File: src/rtl/seq_mul_eight_eight.sv
`default_nettype none
// ============================================================================
// Module   : seq_mul_eight_eight
// Brief    : 8x8 unsigned multiplier built from two passes of an 8x4 array
//            multiplier, with valid/ready handshakes on both sides.
// Revision : 1.0
// ============================================================================
module seq_mul_eight_eight #(
    parameter int unsigned SKIP_ZERO_HI = 1
) (
    input  logic        clk,
    input  logic        rst,
    input  logic        in_valid,
    output logic        in_ready,
    input  logic [7:0]  a,
    input  logic [7:0]  b,
    output logic        out_valid,
    input  logic        out_ready,
    output logic [15:0] product,
    output logic        busy,
    output logic [7:0]  done_count
);

    typedef enum logic [1:0] {
        S_IDLE = 2'd0,
        S_LO   = 2'd1,
        S_HI   = 2'd2,
        S_DONE = 2'd3
    } state_t;

    state_t      state_q;
    logic [7:0]  a_q;
    logic [7:0]  b_q;
    logic [15:0] acc_q;
    logic [7:0]  done_count_q;

    logic [7:0]       mul_a;
    logic [3:0]       mul_b;
    logic [3:0][11:0] mul_pp;
    logic [11:0]      mul_r;
    logic             skip_hi;

    // The one shared array multiplier sees the nibble selected by the state.
    always_comb begin
        mul_a = 8'd0;
        mul_b = 4'd0;
        case (state_q)
            S_LO: begin
                mul_a = a_q;
                mul_b = b_q[3:0];
            end
            S_HI: begin
                mul_a = a_q;
                mul_b = b_q[7:4];
            end
            default: begin
                mul_a = 8'd0;
                mul_b = 4'd0;
            end
        endcase
    end

    generate
        for (genvar j = 0; j < 4; j++) begin : g_pp_row
            assign mul_pp[j] = {4'b0000, mul_a & {8{mul_b[j]}}} << j;
        end
    endgenerate

    assign mul_r   = mul_pp[0] + mul_pp[1] + mul_pp[2] + mul_pp[3];
    assign skip_hi = (SKIP_ZERO_HI != 0) && (b_q[7:4] == 4'd0);

    always_ff @(posedge clk or posedge rst) begin
        if (rst) begin
            state_q      <= S_IDLE;
            a_q          <= 8'd0;
            b_q          <= 8'd0;
            acc_q        <= 16'd0;
            done_count_q <= 8'd0;
        end else begin
            case (state_q)
                S_IDLE: begin
                    if (in_valid) begin
                        a_q     <= a;
                        b_q     <= b;
                        state_q <= S_LO;
                    end
                end
                S_LO: begin
                    acc_q   <= {4'b0000, mul_r};
                    state_q <= skip_hi ? S_DONE : S_HI;
                end
                S_HI: begin
                    acc_q   <= acc_q + {mul_r, 4'b0000};
                    state_q <= S_DONE;
                end
                S_DONE: begin
                    if (out_ready) begin
                        done_count_q <= done_count_q + 8'd1;
                        state_q      <= S_IDLE;
                    end
                end
                default: state_q <= S_IDLE;
            endcase
        end
    end

    // in_ready is gated by rst so nothing is offered while reset is held.
    assign in_ready   = (state_q == S_IDLE) && !rst;
    assign out_valid  = (state_q == S_DONE);
    assign busy       = (state_q != S_IDLE);
    assign product    = acc_q;
    assign done_count = done_count_q;

endmodule
`default_nettype wire
File: config.mk
export PLATFORM = sky130hd
export DESIGN_NAME = seq_mul_eight_eight
export DESIGN_NICKNAME = d
export VERILOG_FILES = /design/src/rtl/seq_mul_eight_eight.sv
export SDC_FILE = /design/constraint.sdc
export NUM_CORES = 1
export LEC_CHECK = 0
export BUFFER_PORTS_ARGS = -buffer_cell sky130_fd_sc_hd__clkbuf_2
export CAP_MARGIN = 10
export CORE_ASPECT_RATIO = 0.7
export CORE_MARGIN = 3
export CORE_UTILIZATION = 55
export DETAILED_ROUTE_END_ITERATION = 8
export GPL_TIMING_DRIVEN = 0
export PLACE_DENSITY = 0.77
export SETUP_SLACK_MARGIN = 0.4
export SYNTH_ARGS = -nofsm -noshare
export SYNTH_HDL_FRONTEND = slang
export SYNTH_SLANG_ARGS = --single-unit
export TNS_END_PERCENT = 20
File: constraint.sdc
create_clock -name clk -period 11.8 [get_ports clk]
set_input_delay 0.59 -clock clk [delete_from_list [all_inputs] [get_ports clk]]
set_output_delay 0.59 -clock clk [all_outputs]
set_load 0.03 [all_outputs]
==> results.txt <==
----------------------------------------------------
[Hold path]
  Hold WC Path Type ... in2async

[GRT]
  Most used routing layer ... met2
  Initial antenna violation count ... 0
  Met1 global-route usage ... 30.35%
  Pin count of the biggest net entering global routing ... 43
  First-pass GRT wire length ... 11960 µm
  Fraction of met2 tracks used by global routing ... 32.95%
  Overflow left after global routing ... 0
  Number of global-route vias before repair ... 2525
  All-Layer GR Usage ... 21.52%
  GR Util met3 ... 5.888%

[Power]
  Leakage power figure ... 1.844 nW
  Worst VDD drop ... 0.0001477 V
  Total power per unit cell area ... 301.3 nW/µm²
  Overall power ... 1.106 mW

[CTS]
  H-tree levels ... 2
  Post-cts resize count ... 0
  TritonCTS clock tree ... done
  Post-CTS Setup Repair Bufs ... 0
  Clock latency on the worst-skew pair ... 0.30 ns
  CTS Sinks ... 42
  Worst-path clk slew ... 0.08 ns
  Clock Root Buffer ... sky130_fd_sc_hd__clkbuf_8
  Longest Clk Path Bufs ... 2
  Clock buffer count from CTS ... 5
  Number of buffers added to fix hold violations after cts ... 0

[Critical path]
  Maximum fanout along the worst path ... 10
  Critical path class ... reg2reg
  Register-to-Register Setup Slack ... 5.70 ns
  Required time of the worst setup path ... 11.99 ns
  Kind of end point of the critical path ... flip-flop
  End of the worst register-to-register path ... product[15]
  Worst setup SP type ... flip-flop
  Data arrival time of the worst path ... 6.30 ns
  Critical register-to-register path startpoint ... state_q[0]
  Reg2Reg Depth ... 22

[Drt]
  DRT Pass-1 Iters ... 7
  DRC violations left ... 0
  Total number of vias ... 2691
  Final routed wire length divided by cell count ... 14.96 µm
  Number of violations reported at the end of detailed-routing iteration 0 ... 214
  Per-cell via count in the routed design ... 5.713
  Remaining antenna violation count ... 0
  Final wirelength ... 7047 µm

[STA]
  TNS Setup ... 0 ns
  Max-slew violations ... 0
  Peak clock frequency supported by timing ... 163.8 MHz
  Slew at the pin closest to its max-slew limit ... 0.8858 ns
  Layout Skew ... 0.007897 ns
  Number of failing hold endpoints at the final stage ... 0
  # setup viols final ... 0
  Normalized max-slew margin ... 40.86%
  Shortest period the worst path allows ... 6.104 ns
  Final critical-path share of the clock period ... 51.73%
  Setup repair after global routing missed its margin ... false

[Die]
  Full die area ... 6861 µm²
  Initial core utilization ... 59.44%
  I/O pins ... 47
  Floorplan die height ... 70.21 µm
  Horiz. Die Dim ... 97.73 µm
  Standard cell core area ... 5450 µm²
  Count of standard-cell rows ... 22

[Layout]
  Highest-count cells in the layout ignoring fill and taps ... sky130_fd_sc_hd__clkbuf_2 (46), sky130_fd_sc_hd__dfrtp_1 (42), sky130_fd_sc_hd__inv_1 (38), sky130_fd_sc_hd__nor2_1 (34), sky130_fd_sc_hd__ha_1 (32)
  Number of fill cells in the layout ... 448
  Antenna diodes ... 0
  Non-filler instance count after layout ... 471
  Most frequent standard cell in the layout excluding fill and tap cells ... sky130_fd_sc_hd__clkbuf_2
  Net count of the finished layout ... 464
  Area occupied by multi-input gates ... 2008 µm²
  P&R area growth vs syn ... 13.29%
  Sequential standard cell area ... 1051 µm²
  Share of layout cells above drive strength 1 ... 19.80%

[Status]
  Status ... finished clean

[Flow run]
  Maximum Capacitance Violations ... 0

[Logic synthesis]
  Gate Count Post-Synth ... 345
  Area of the mapped netlist ... 3239 µm²
  Share of synthesized area occupied by flip-flops and latches ... 32.44%
  Post-Syn Area per Cell ... 9.389 µm²
  Count of yosys warnings during synthesis ... 0
  Post-synth net total ... 411
  Synth top area share ... 32.44%
  Cell type with the highest aggregate area in the netlist ... sky130_fd_sc_hd__dfrtp_1
  Count of cell types in the netlist ... 40
  Number of synthesized register bits ... 42
  Top area cells in the synthesized netlist ... sky130_fd_sc_hd__dfrtp_1 (32%), sky130_fd_sc_hd__ha_1 (12%), sky130_fd_sc_hd__fa_1 (8.7%), sky130_fd_sc_hd__mux2_2 (6.6%), sky130_fd_sc_hd__inv_1 (4.5%)

[Placed design]
  Placed cell count ... 463
  Global placement routability congestion ... 0.8637
  Post-DP HPWL ... 5543 µm
  Input/output buffers ... 46

----------------------------------------------------
==> cells by family after synthesis <==
group | count (synthesis) | synth area share (%)
buf+inv | 48 | 5.562
simple gates | 99 | 14.06
compound gates | 64 | 12.82
fa+ha+maj | 46 | 21.01
xor+xnor | 22 | 5.948
flops | 42 | 32.45
mux | 24 | 8.150
==> power by group <==
part           internal, mW  switching (mW)
combinational         0.272           0.457
sequential            0.207          0.0543
clock                0.0632          0.0524
==> worst max path at each step <==
stage | from | endpoint | slack, ns | cells past startpoint
after floorplan | state_q[0] | product[15] | 6.79 | 24
after global placement | state_q[0] | product[15] | 5.95 | 24
after detailed placement | state_q[0] | product[15] | 5.87 | 24
after CTS | state_q[0] | product[15] | 5.84 | 24
after global routing | state_q[0] | product[15] | 5.29 | 24
final | state_q[0] | product[15] | 5.70 | 22
==> flip-flops by register name, summed over array words and instances, names as in the netlist <==
register / count
product: 16
a_q: 8
b_q: 8
done_count: 8
state_q: 2
==> synthesized netlist by cell type <==
| cell | n |
|---|---|
| sky130_fd_sc_hd__nor2b_1 | 3 |
| sky130_fd_sc_hd__a22o_1 | 3 |
| sky130_fd_sc_hd__o22ai_1 | 5 |
| sky130_fd_sc_hd__o211ai_1 | 3 |
| sky130_fd_sc_hd__clkbuf_1 | 8 |
| sky130_fd_sc_hd__a21oi_2 | 1 |
| sky130_fd_sc_hd__nor4b_1 | 1 |
| sky130_fd_sc_hd__a2111oi_2 | 1 |
| sky130_fd_sc_hd__mux2i_1 | 5 |
| sky130_fd_sc_hd__or2_2 | 1 |
| sky130_fd_sc_hd__a211oi_1 | 4 |
| sky130_fd_sc_hd__a311oi_1 | 1 |
| sky130_fd_sc_hd__fa_1 | 14 |
| sky130_fd_sc_hd__mux2_2 | 19 |
| sky130_fd_sc_hd__a22oi_1 | 1 |
| sky130_fd_sc_hd__a21bo_2 | 1 |
| sky130_fd_sc_hd__buf_1 | 1 |
| sky130_fd_sc_hd__nor2_1 | 34 |
| sky130_fd_sc_hd__nor3_1 | 3 |
| sky130_fd_sc_hd__nand2b_1 | 2 |
| sky130_fd_sc_hd__o21bai_2 | 1 |
| sky130_fd_sc_hd__or3_1 | 2 |
| sky130_fd_sc_hd__xor2_1 | 7 |
| sky130_fd_sc_hd__dfrtp_1 | 42 |
| sky130_fd_sc_hd__nor3b_1 | 1 |
| sky130_fd_sc_hd__inv_1 | 39 |
| sky130_fd_sc_hd__nand3b_1 | 3 |
| sky130_fd_sc_hd__a21o_1 | 6 |
| sky130_fd_sc_hd__xnor2_1 | 15 |
| sky130_fd_sc_hd__nand4_1 | 1 |
| sky130_fd_sc_hd__nor4_1 | 1 |
| sky130_fd_sc_hd__nand2_1 | 23 |
| sky130_fd_sc_hd__and3_1 | 4 |
| sky130_fd_sc_hd__a31o_2 | 1 |
| sky130_fd_sc_hd__a21oi_1 | 19 |
| sky130_fd_sc_hd__nand3_1 | 20 |
| sky130_fd_sc_hd__o21bai_1 | 2 |
| sky130_fd_sc_hd__a311o_1 | 1 |
| sky130_fd_sc_hd__o21ai_0 | 14 |
| sky130_fd_sc_hd__ha_1 | 32 |
==> per-layer routing <==
layer  vias to the layer above  wire length (µm)
li1                       1280                 -
met1                      1311              3381
met2                        90              3069
met3                        10               523
met4                         0                73
met5                         -                 0
==> cell type report <==
type / instances / area share, %
sequential: 42 / 28.64
timing repair buffer: 46 / 6.273
tap: 72 / 2.455
multi-input combinational: 255 / 54.72
inverter: 39 / 3.989
clock buffer: 6 / 1.977
clock inverter: 2 / 1.023
buffer: 9 / 0.9206
==> worst max-delay path, cell delays in order, from the launching register on <==
cell	delay, ns
sky130_fd_sc_hd__dfrtp_1	0.43
sky130_fd_sc_hd__inv_1	0.12
sky130_fd_sc_hd__ha_1	0.39
sky130_fd_sc_hd__clkbuf_1	0.41
sky130_fd_sc_hd__clkbuf_1	0.41
sky130_fd_sc_hd__nand3_1	0.21
sky130_fd_sc_hd__fa_1	0.50
sky130_fd_sc_hd__fa_1	0.52
sky130_fd_sc_hd__inv_1	0.04
sky130_fd_sc_hd__ha_1	0.22
sky130_fd_sc_hd__fa_1	0.40
sky130_fd_sc_hd__a21oi_1	0.24
sky130_fd_sc_hd__o211ai_1	0.19
sky130_fd_sc_hd__nor2_1	0.16
sky130_fd_sc_hd__xnor2_1	0.21
sky130_fd_sc_hd__ha_1	0.34
sky130_fd_sc_hd__nand4_1	0.19
sky130_fd_sc_hd__nor2_1	0.07
sky130_fd_sc_hd__a21oi_1	0.25
sky130_fd_sc_hd__a21oi_1	0.13
sky130_fd_sc_hd__xor2_1	0.20
sky130_fd_sc_hd__o21ai_0	0.11
sky130_fd_sc_hd__a21bo_2	0.24
==> per-stage QoR <==
stage / hold slack, ns / cell area [µm²] / setup WS, ns / util [%]
after floorplan: 0.4799 / 3239 / 6.791 / -
after global placement: 0.4601 / 3560 / 5.947 / 65.31
after detailed placement: 0.4781 / 3560 / 5.870 / 65.31
after CTS: 0.4939 / 3670 / 5.842 / 67.33
after global routing: 0.5107 / 3670 / 5.288 / 67.33
final: 0.4696 / 3670 / 5.696 / 67.33
Power figures use the tool's default switching activity.
